<file path="config.mk">
export PLATFORM = sky130hd
export DESIGN_NAME = mbinit_reversalmb_flat
export DESIGN_NICKNAME = d
export VERILOG_FILES = /design/src/rtl/mbinit_reversalmb_if.sv /design/src/rtl/mbinit_reversalmb.sv /design/src/flat_wrapper.sv
export SDC_FILE = /design/constraint.sdc
export NUM_CORES = 1
export LEC_CHECK = 0
export BUFFER_PORTS_ARGS = -buffer_cell sky130_fd_sc_hd__buf_2
export CAP_MARGIN = 20
export CORE_AREA = 4 4 63 65
export DETAILED_ROUTE_END_ITERATION = 12
export DIE_AREA = 0 0 67 69
export PLACE_DENSITY = 0.77
export SLEW_MARGIN = 10
export SYNTH_ARGS = -nofsm -noshare
export SYNTH_HDL_FRONTEND = slang
export SYNTH_SLANG_ARGS = --single-unit
</file>
<file path="constraint.sdc">
create_clock -name CLK -period 5.4 [get_ports CLK]
set_input_delay 0.54 -clock CLK [delete_from_list [all_inputs] [get_ports CLK]]
set_output_delay 0.54 -clock CLK [all_outputs]
set_load 0.005 [all_outputs]
</file>
<file path="src/rtl/mbinit_reversalmb_if.sv">
// mbinit_reversalmb_if: sideband, pattern and status signals between the link-training sequencer and MBINIT.REVERSALMB
interface mbinit_reversalmb_if;
    logic        i_MBINIT_REPAIRVAL_end;
    logic [3:0]  i_RX_SbMessage;
    logic        i_msg_valid;
    logic [15:0] i_RX_Result;
    logic        i_falling_edge_busy;
    logic        i_pattern_done;
    logic [3:0]  o_TX_SbMessage;
    logic        o_ValidOutData_REVERSALMB;
    logic        o_pattern_en;
    logic        o_lane_reversal_en;
    logic        o_MBINIT_REVERSALMB_end;
    logic        o_train_error;
    modport slave (
        input  i_MBINIT_REPAIRVAL_end, i_RX_SbMessage, i_msg_valid, i_RX_Result,
               i_falling_edge_busy, i_pattern_done,
        output o_TX_SbMessage, o_ValidOutData_REVERSALMB, o_pattern_en,
               o_lane_reversal_en, o_MBINIT_REVERSALMB_end, o_train_error
    );
    modport master (
        output i_MBINIT_REPAIRVAL_end, i_RX_SbMessage, i_msg_valid, i_RX_Result,
               i_falling_edge_busy, i_pattern_done,
        input  o_TX_SbMessage, o_ValidOutData_REVERSALMB, o_pattern_en,
               o_lane_reversal_en, o_MBINIT_REVERSALMB_end, o_train_error
    );
endinterface

</file>
<file path="src/rtl/mbinit_reversalmb.sv">
// mbinit_reversalmb: MBINIT.REVERSALMB initiator controller with one lane-reversal retry.
// Define REVERSALMB_TIMEOUT_EN to add a per-state sideband watchdog that forces ERROR.
module mbinit_reversalmb #(
    parameter int TIMEOUT_CYCLES = 8_000_000,
    parameter int PASS_MIN       = 9
) (
    input logic                CLK,
    input logic                rst,
    mbinit_reversalmb_if.slave bus
);
    localparam logic [3:0] INIT_REQ = 4'd1, INIT_RESP = 4'd2, CLR_REQ = 4'd3, CLR_RESP = 4'd4;
    localparam logic [3:0] RESULT_REQ = 4'd5, RESULT_RESP = 4'd6, DONE_REQ = 4'd7, DONE_RESP = 4'd8;

    typedef enum logic [3:0] {
        IDLE, SEND_INIT, WAIT_INIT, SEND_CLR, WAIT_CLR, PATTERN, SEND_RESULT,
        WAIT_RESULT, EVAL, SEND_DONE, WAIT_DONE, DONE, ERROR
    } state_t;

    state_t      state_q, state_d;
    logic [15:0] res_q, res_d;
    logic        rev_q, rev_d;
    logic [4:0]  pop;
    logic [3:0]  exp_code;
    logic        start, fe, hit;

    assign start = bus.i_MBINIT_REPAIRVAL_end;
    assign fe    = bus.i_falling_edge_busy;
    assign exp_code = state_q inside {SEND_INIT, WAIT_INIT}     ? INIT_RESP :
                      state_q inside {SEND_CLR, WAIT_CLR}       ? CLR_RESP :
                      state_q inside {SEND_RESULT, WAIT_RESULT} ? RESULT_RESP :
                      state_q inside {SEND_DONE, WAIT_DONE}     ? DONE_RESP : 4'd0;
    assign hit = bus.i_msg_valid && bus.i_RX_SbMessage == exp_code;

    always_comb begin
        pop = 5'd0;
        for (int i = 0; i < 16; i++) pop = pop + {4'd0, res_q[i]};
    end

`ifdef REVERSALMB_TIMEOUT_EN
    localparam int CW = $clog2(TIMEOUT_CYCLES + 1);
    logic [CW-1:0] cnt_q, cnt_d;
    logic          timed;
    assign timed = state_q inside {SEND_INIT, WAIT_INIT, SEND_CLR, WAIT_CLR, PATTERN,
                                   SEND_RESULT, WAIT_RESULT, SEND_DONE, WAIT_DONE};
    assign cnt_d = (!timed || state_d != state_q) ? '0 : cnt_q + 1'b1;
`endif

    always_comb begin
        state_d = state_q;
        res_d   = res_q;
        rev_d   = rev_q;
        case (state_q)
            IDLE:        if (start) begin
                             state_d = SEND_INIT;
                             rev_d   = 1'b0;
                         end
            SEND_INIT:   if (fe) state_d = hit ? SEND_CLR : WAIT_INIT;
            WAIT_INIT:   if (hit) state_d = SEND_CLR;
            SEND_CLR:    if (fe) state_d = hit ? PATTERN : WAIT_CLR;
            WAIT_CLR:    if (hit) state_d = PATTERN;
            PATTERN:     if (bus.i_pattern_done) state_d = SEND_RESULT;
            SEND_RESULT: if (fe) state_d = hit ? EVAL : WAIT_RESULT;
            WAIT_RESULT: if (hit) state_d = EVAL;
            EVAL:        if (pop >= 5'(PASS_MIN)) state_d = SEND_DONE;
                         else if (rev_q) state_d = ERROR;
                         else begin
                             state_d = SEND_CLR;
                             rev_d   = 1'b1;
                         end
            SEND_DONE:   if (fe) state_d = hit ? DONE : WAIT_DONE;
            WAIT_DONE:   if (hit) state_d = DONE;
            default:     ;
        endcase
        // Result is latched both from WAIT_RESULT and from a response that coincides with the TX falling edge
        if (hit && (state_q == WAIT_RESULT || (state_q == SEND_RESULT && fe))) res_d = bus.i_RX_Result;
`ifdef REVERSALMB_TIMEOUT_EN
        if (timed && cnt_q == CW'(TIMEOUT_CYCLES - 1)) state_d = ERROR;
`endif
        if (state_q != IDLE && !start) state_d = IDLE;
    end

    always_ff @(posedge CLK or posedge rst) begin
        if (rst) begin
            state_q <= IDLE;
            res_q   <= '0;
            rev_q   <= 1'b0;
`ifdef REVERSALMB_TIMEOUT_EN
            cnt_q   <= '0;
`endif
        end else begin
            state_q <= state_d;
            res_q   <= res_d;
            rev_q   <= rev_d;
`ifdef REVERSALMB_TIMEOUT_EN
            cnt_q   <= cnt_d;
`endif
        end
    end

    assign bus.o_TX_SbMessage = state_q == SEND_INIT   ? INIT_REQ :
                                state_q == SEND_CLR    ? CLR_REQ :
                                state_q == SEND_RESULT ? RESULT_REQ :
                                state_q == SEND_DONE   ? DONE_REQ : 4'd0;
    assign bus.o_ValidOutData_REVERSALMB = state_q inside {SEND_INIT, SEND_CLR, SEND_RESULT, SEND_DONE};
    assign bus.o_pattern_en            = state_q == PATTERN;
    assign bus.o_lane_reversal_en      = rev_q;
    assign bus.o_MBINIT_REVERSALMB_end = state_q == DONE;
    assign bus.o_train_error           = state_q == ERROR;
endmodule

</file>
<file path="src/flat_wrapper.sv">
// flat-port wrapper written by rule: the top's interface ports become plain ports
module mbinit_reversalmb_flat 
#(
    parameter int TIMEOUT_CYCLES = 8_000_000,
    parameter int PASS_MIN       = 9
)
  (CLK, rst, bus_i_MBINIT_REPAIRVAL_end, bus_i_RX_SbMessage, bus_i_msg_valid, bus_i_RX_Result, bus_i_falling_edge_busy, bus_i_pattern_done, bus_o_TX_SbMessage, bus_o_ValidOutData_REVERSALMB, bus_o_pattern_en, bus_o_lane_reversal_en, bus_o_MBINIT_REVERSALMB_end, bus_o_train_error);
  mbinit_reversalmb_if bus_i ();
  input logic CLK;
  input logic rst;
  input wire logic [$bits(bus_i.i_MBINIT_REPAIRVAL_end)-1:0] bus_i_MBINIT_REPAIRVAL_end;
  input wire logic [$bits(bus_i.i_RX_SbMessage)-1:0] bus_i_RX_SbMessage;
  input wire logic [$bits(bus_i.i_msg_valid)-1:0] bus_i_msg_valid;
  input wire logic [$bits(bus_i.i_RX_Result)-1:0] bus_i_RX_Result;
  input wire logic [$bits(bus_i.i_falling_edge_busy)-1:0] bus_i_falling_edge_busy;
  input wire logic [$bits(bus_i.i_pattern_done)-1:0] bus_i_pattern_done;
  output wire logic [$bits(bus_i.o_TX_SbMessage)-1:0] bus_o_TX_SbMessage;
  output wire logic [$bits(bus_i.o_ValidOutData_REVERSALMB)-1:0] bus_o_ValidOutData_REVERSALMB;
  output wire logic [$bits(bus_i.o_pattern_en)-1:0] bus_o_pattern_en;
  output wire logic [$bits(bus_i.o_lane_reversal_en)-1:0] bus_o_lane_reversal_en;
  output wire logic [$bits(bus_i.o_MBINIT_REVERSALMB_end)-1:0] bus_o_MBINIT_REVERSALMB_end;
  output wire logic [$bits(bus_i.o_train_error)-1:0] bus_o_train_error;
  assign bus_i.i_MBINIT_REPAIRVAL_end = bus_i_MBINIT_REPAIRVAL_end;
  assign bus_i.i_RX_SbMessage = bus_i_RX_SbMessage;
  assign bus_i.i_msg_valid = bus_i_msg_valid;
  assign bus_i.i_RX_Result = bus_i_RX_Result;
  assign bus_i.i_falling_edge_busy = bus_i_falling_edge_busy;
  assign bus_i.i_pattern_done = bus_i_pattern_done;
  assign bus_o_TX_SbMessage = bus_i.o_TX_SbMessage;
  assign bus_o_ValidOutData_REVERSALMB = bus_i.o_ValidOutData_REVERSALMB;
  assign bus_o_pattern_en = bus_i.o_pattern_en;
  assign bus_o_lane_reversal_en = bus_i.o_lane_reversal_en;
  assign bus_o_MBINIT_REVERSALMB_end = bus_i.o_MBINIT_REVERSALMB_end;
  assign bus_o_train_error = bus_i.o_train_error;
  mbinit_reversalmb #(.TIMEOUT_CYCLES(TIMEOUT_CYCLES), .PASS_MIN(PASS_MIN)) u_core (.CLK(CLK), .rst(rst), .bus(bus_i));
endmodule
</file>
==> impl_metrics.env <==
export IMPL_post_cts_resized=0
export IMPL_ioPinCount=35
export IMPL_yosysWarnings=0
export IMPL_reg2reg_depth=14
export IMPL_core_area_mm2=0.00334
export IMPL_path_max_fanout=5
export IMPL_overflow=0
export IMPL_synth_xor_area_share_pct=2.36
export IMPL_status="completed"
export IMPL_drc=0
export IMPL_ctsHoldBuffers=0
export IMPL_synth_mux_area_share_pct=13.2
export IMPL_cp_cell_sequence="ha_1 -> inv_1 -> fa_1 -> fa_1 -> fa_1 -> fa_1 -> inv_1 -> ha_1 -> nor2b_1 -> o21a_1 -> o311ai_0 -> a211o_1 -> nand3_1 -> a22o_1"
export IMPL_final_common_cell="buf_2"
export IMPL_final_cell_mix="33 x buf_2, 28 x inv_1, 21 x dfrtp_1, 12 x nand2_1"
export IMPL_clock_latency_ps=310
export IMPL_critPathKind="flip-flop to flip-flop"
export IMPL_drive_gt1_share_pct=26.5
export IMPL_grt_max_degree=26
export IMPL_cts_reportedPaths_clkPinSlew_ps=110
export IMPL_grt_pass1_vias=1344
export IMPL_synth_edf_count=0
export IMPL_die_y_um=69
export IMPL_die_area_mm2=0.00462
export IMPL_critPathMostFrequentCell="fa_1"
export IMPL_worstMarginPinSlew_ps=829
export IMPL_synth_fa_ha_area_share_pct=14.6
export IMPL_crit_path_max_incr_delay_ps=690
export IMPL_grt_usage_pct=16.5
export IMPL_rows=21
export IMPL_max_vdd_ir_drop_v=0.000151
export IMPL_synth_compound_area_share_pct=16.8
export IMPL_grtUsageMet2_pct=26.2
export IMPL_area_growth_pct=10.5
export IMPL_critPathLaunchType="flip-flop"
export IMPL_crit_required_ps=5610
export IMPL_ant_nets=0
export IMPL_drv_cap=0
export IMPL_hold_class="input port to async pin"
export IMPL_syn_inst=188
export IMPL_clock_sinks=21
export IMPL_fmax_mhz=217
export IMPL_final_max_slew_viol_count=0
export IMPL_critPathCaptureType="flip-flop"
export IMPL_relSlewSlack_pct=44.0
export IMPL_dp_cells=257
export IMPL_yosysUniqueCellTypes=49
export IMPL_synth_seq_cells=21
export IMPL_synth_seq_area_share_pct=29.1
export IMPL_p_per_area_mw_per_mm2=236
export IMPL_cts_setup_buffers=0
export IMPL_antenna_found_initial=0
export IMPL_synth_nets=229
export IMPL_vias=1380
export IMPL_nets=257
export IMPL_place_ws_ps=797
export IMPL_avgSynthCellArea_um2=9.60
export IMPL_fin_crit_sh_pct=85.3
export IMPL_cts_path_max_buffers=2
export IMPL_grt_pass1_wl_um=6070
export IMPL_antennaDiodeCount=0
export IMPL_critPathSlowestCell="o311ai_0"
export IMPL_min_period_ps=4600
export IMPL_synth_simple_gate_area_share_pct=14.3
export IMPL_stdcell_count=261
export IMPL_postPlaceCellArea_mm2=0.00197
export IMPL_port_buffers=33
export IMPL_synth_top_family_by_area="compound AO/OA/AOI/OAI gates"
export IMPL_fin_skew_ps=4.43
export IMPL_wl_um=3380
export IMPL_p_leak_nw=0.944
export IMPL_firstDrtPassIters=4
export IMPL_layout_setup_ws_ps=796
export IMPL_netlist_area_mm2=0.00181
export IMPL_hold_viol=0
export IMPL_drt_iter0_drc=97
export IMPL_met3_usage_pct=3.41
export IMPL_start_util_pct=54.1
export IMPL_use_met1_pct=22.2
export IMPL_finalPower_uw=471
export IMPL_numCtsBuffers=3
export IMPL_finalSetupViolCount=0
export IMPL_drt_vias_per_instance=5.29
export IMPL_regToRegSetupSlack_ps=800
export IMPL_rsz0062_at_grt="no"
export IMPL_async_reset_ff_share_pct=100
export IMPL_cts_tree="built"
export IMPL_hpwl_um=2630
export IMPL_fin_setup_tns_ps=0
export IMPL_cts_root_buf="clkbuf_4"
export IMPL_die_w_um=67
export IMPL_busiest_layer="met2"
export IMPL_wl_per_cell_um=13.0
export IMPL_stdcell_area_mm2=0.00200
export IMPL_synth_main_ff_cell="dfrtp_1"
export IMPL_cts_max_level=1
export IMPL_fill_cells=316
export IMPL_gp_congestion=0.797
export IMPL_arrival_ps=4810
[cells by family (layout without fill, tap and decap cells)]
| logic type | count (synthesis) | after routing |
|---|---|---|
| and+or+nand+nor | 48 | 48 |
| muxes | 18 | 18 |
| DFF | 21 | 21 |
| buffers and inverters | 39 | 66 |
| AOI/OAI and AO/OA | 42 | 42 |
| other | 1 | 1 |
| adders and majority gates | 15 | 15 |
| xor gates and xnor gates | 4 | 4 |
[state kept, by name, summed over array words and instances, names as in the netlist]
register                       cells
u_core.state_q                     4
u_core.bus.o_lane_reversal_en      1
u_core.res_q                      16
[layout make-up]
class	count	area, um^2	area share [%]
timing repair buffer	34	173	8.65
multi-input combinational	128	1110	55.5
clock buffer	4	26.3	1.32
inverter	28	105	5.27
sequential	21	526	26.3
tap	46	57.6	2.88
[per-layer routing]
metal,vias up,share of wire (%)
li1,698,-
met1,642,47
met2,35,46
met3,5,5.7
met4,0,1.4
met5,-,0
[critical path, delay by kind of cell (launching register included)]
kind,cells,cell delay [ps]
adder cells (fa/ha/maj),6,2460
buffers and inverters,2,140
AO/OA/AOI/OAI,4,1290
AND/OR/NAND/NOR,2,210
flip-flops,1,400
[synth_stat cells, drive strengths merged (3+ instances only)]
| cell type | number | area (um^2) |
|---|---|---|
| o311ai | 3 | 26.3 |
| xnor2 | 3 | 26.3 |
| a21oi | 9 | 45.0 |
| mux2 | 16 | 218 |
| buf | 8 | 55.1 |
| ha | 5 | 62.6 |
| dfrtp | 21 | 526 |
| nor2 | 10 | 37.5 |
| nand2 | 12 | 45.0 |
| nand3 | 3 | 15.0 |
| inv | 28 | 105 |
| nand2b | 4 | 25.0 |
| nor3 | 3 | 15.0 |
| nor2b | 6 | 37.5 |
| clkbuf | 3 | 11.3 |
| fa | 10 | 200 |
| o21ai | 9 | 45.0 |
[path summary, 6_finish.rpt]
check / startpoint / end
max: u_core.res_q[0] / u_core.state_q[3]
min: rst / u_core.res_q[0]
max reg2reg: u_core.res_q[0] / u_core.state_q[3]
min reg2reg: u_core.res_q[7] / u_core.res_q[7]
max in group asynchronous: rst / u_core.res_q[1]
min in group CLK: bus_i_RX_Result[14] / u_core.res_q[14]
[stage by stage]
stage	hold WS, ps	util [%]
2_1_floorplan	479	-
3_3_place_gp	488	59.0
3_5_place_dp	494	59.0
4_1_cts	369	59.8
5_1_grt	423	59.8
6_report	353	59.8
[where the power goes]
| part | internal (mW) | leakage (nW) | switching, mW |
|---|---|---|---|
| clock | 0.0289 | 0.0150 | 0.0467 |
| combinational | 0.0834 | 0.637 | 0.103 |
| sequential | 0.165 | 0.291 | 0.0442 |
No activity file was read; power rests on OpenSTA's default activity.
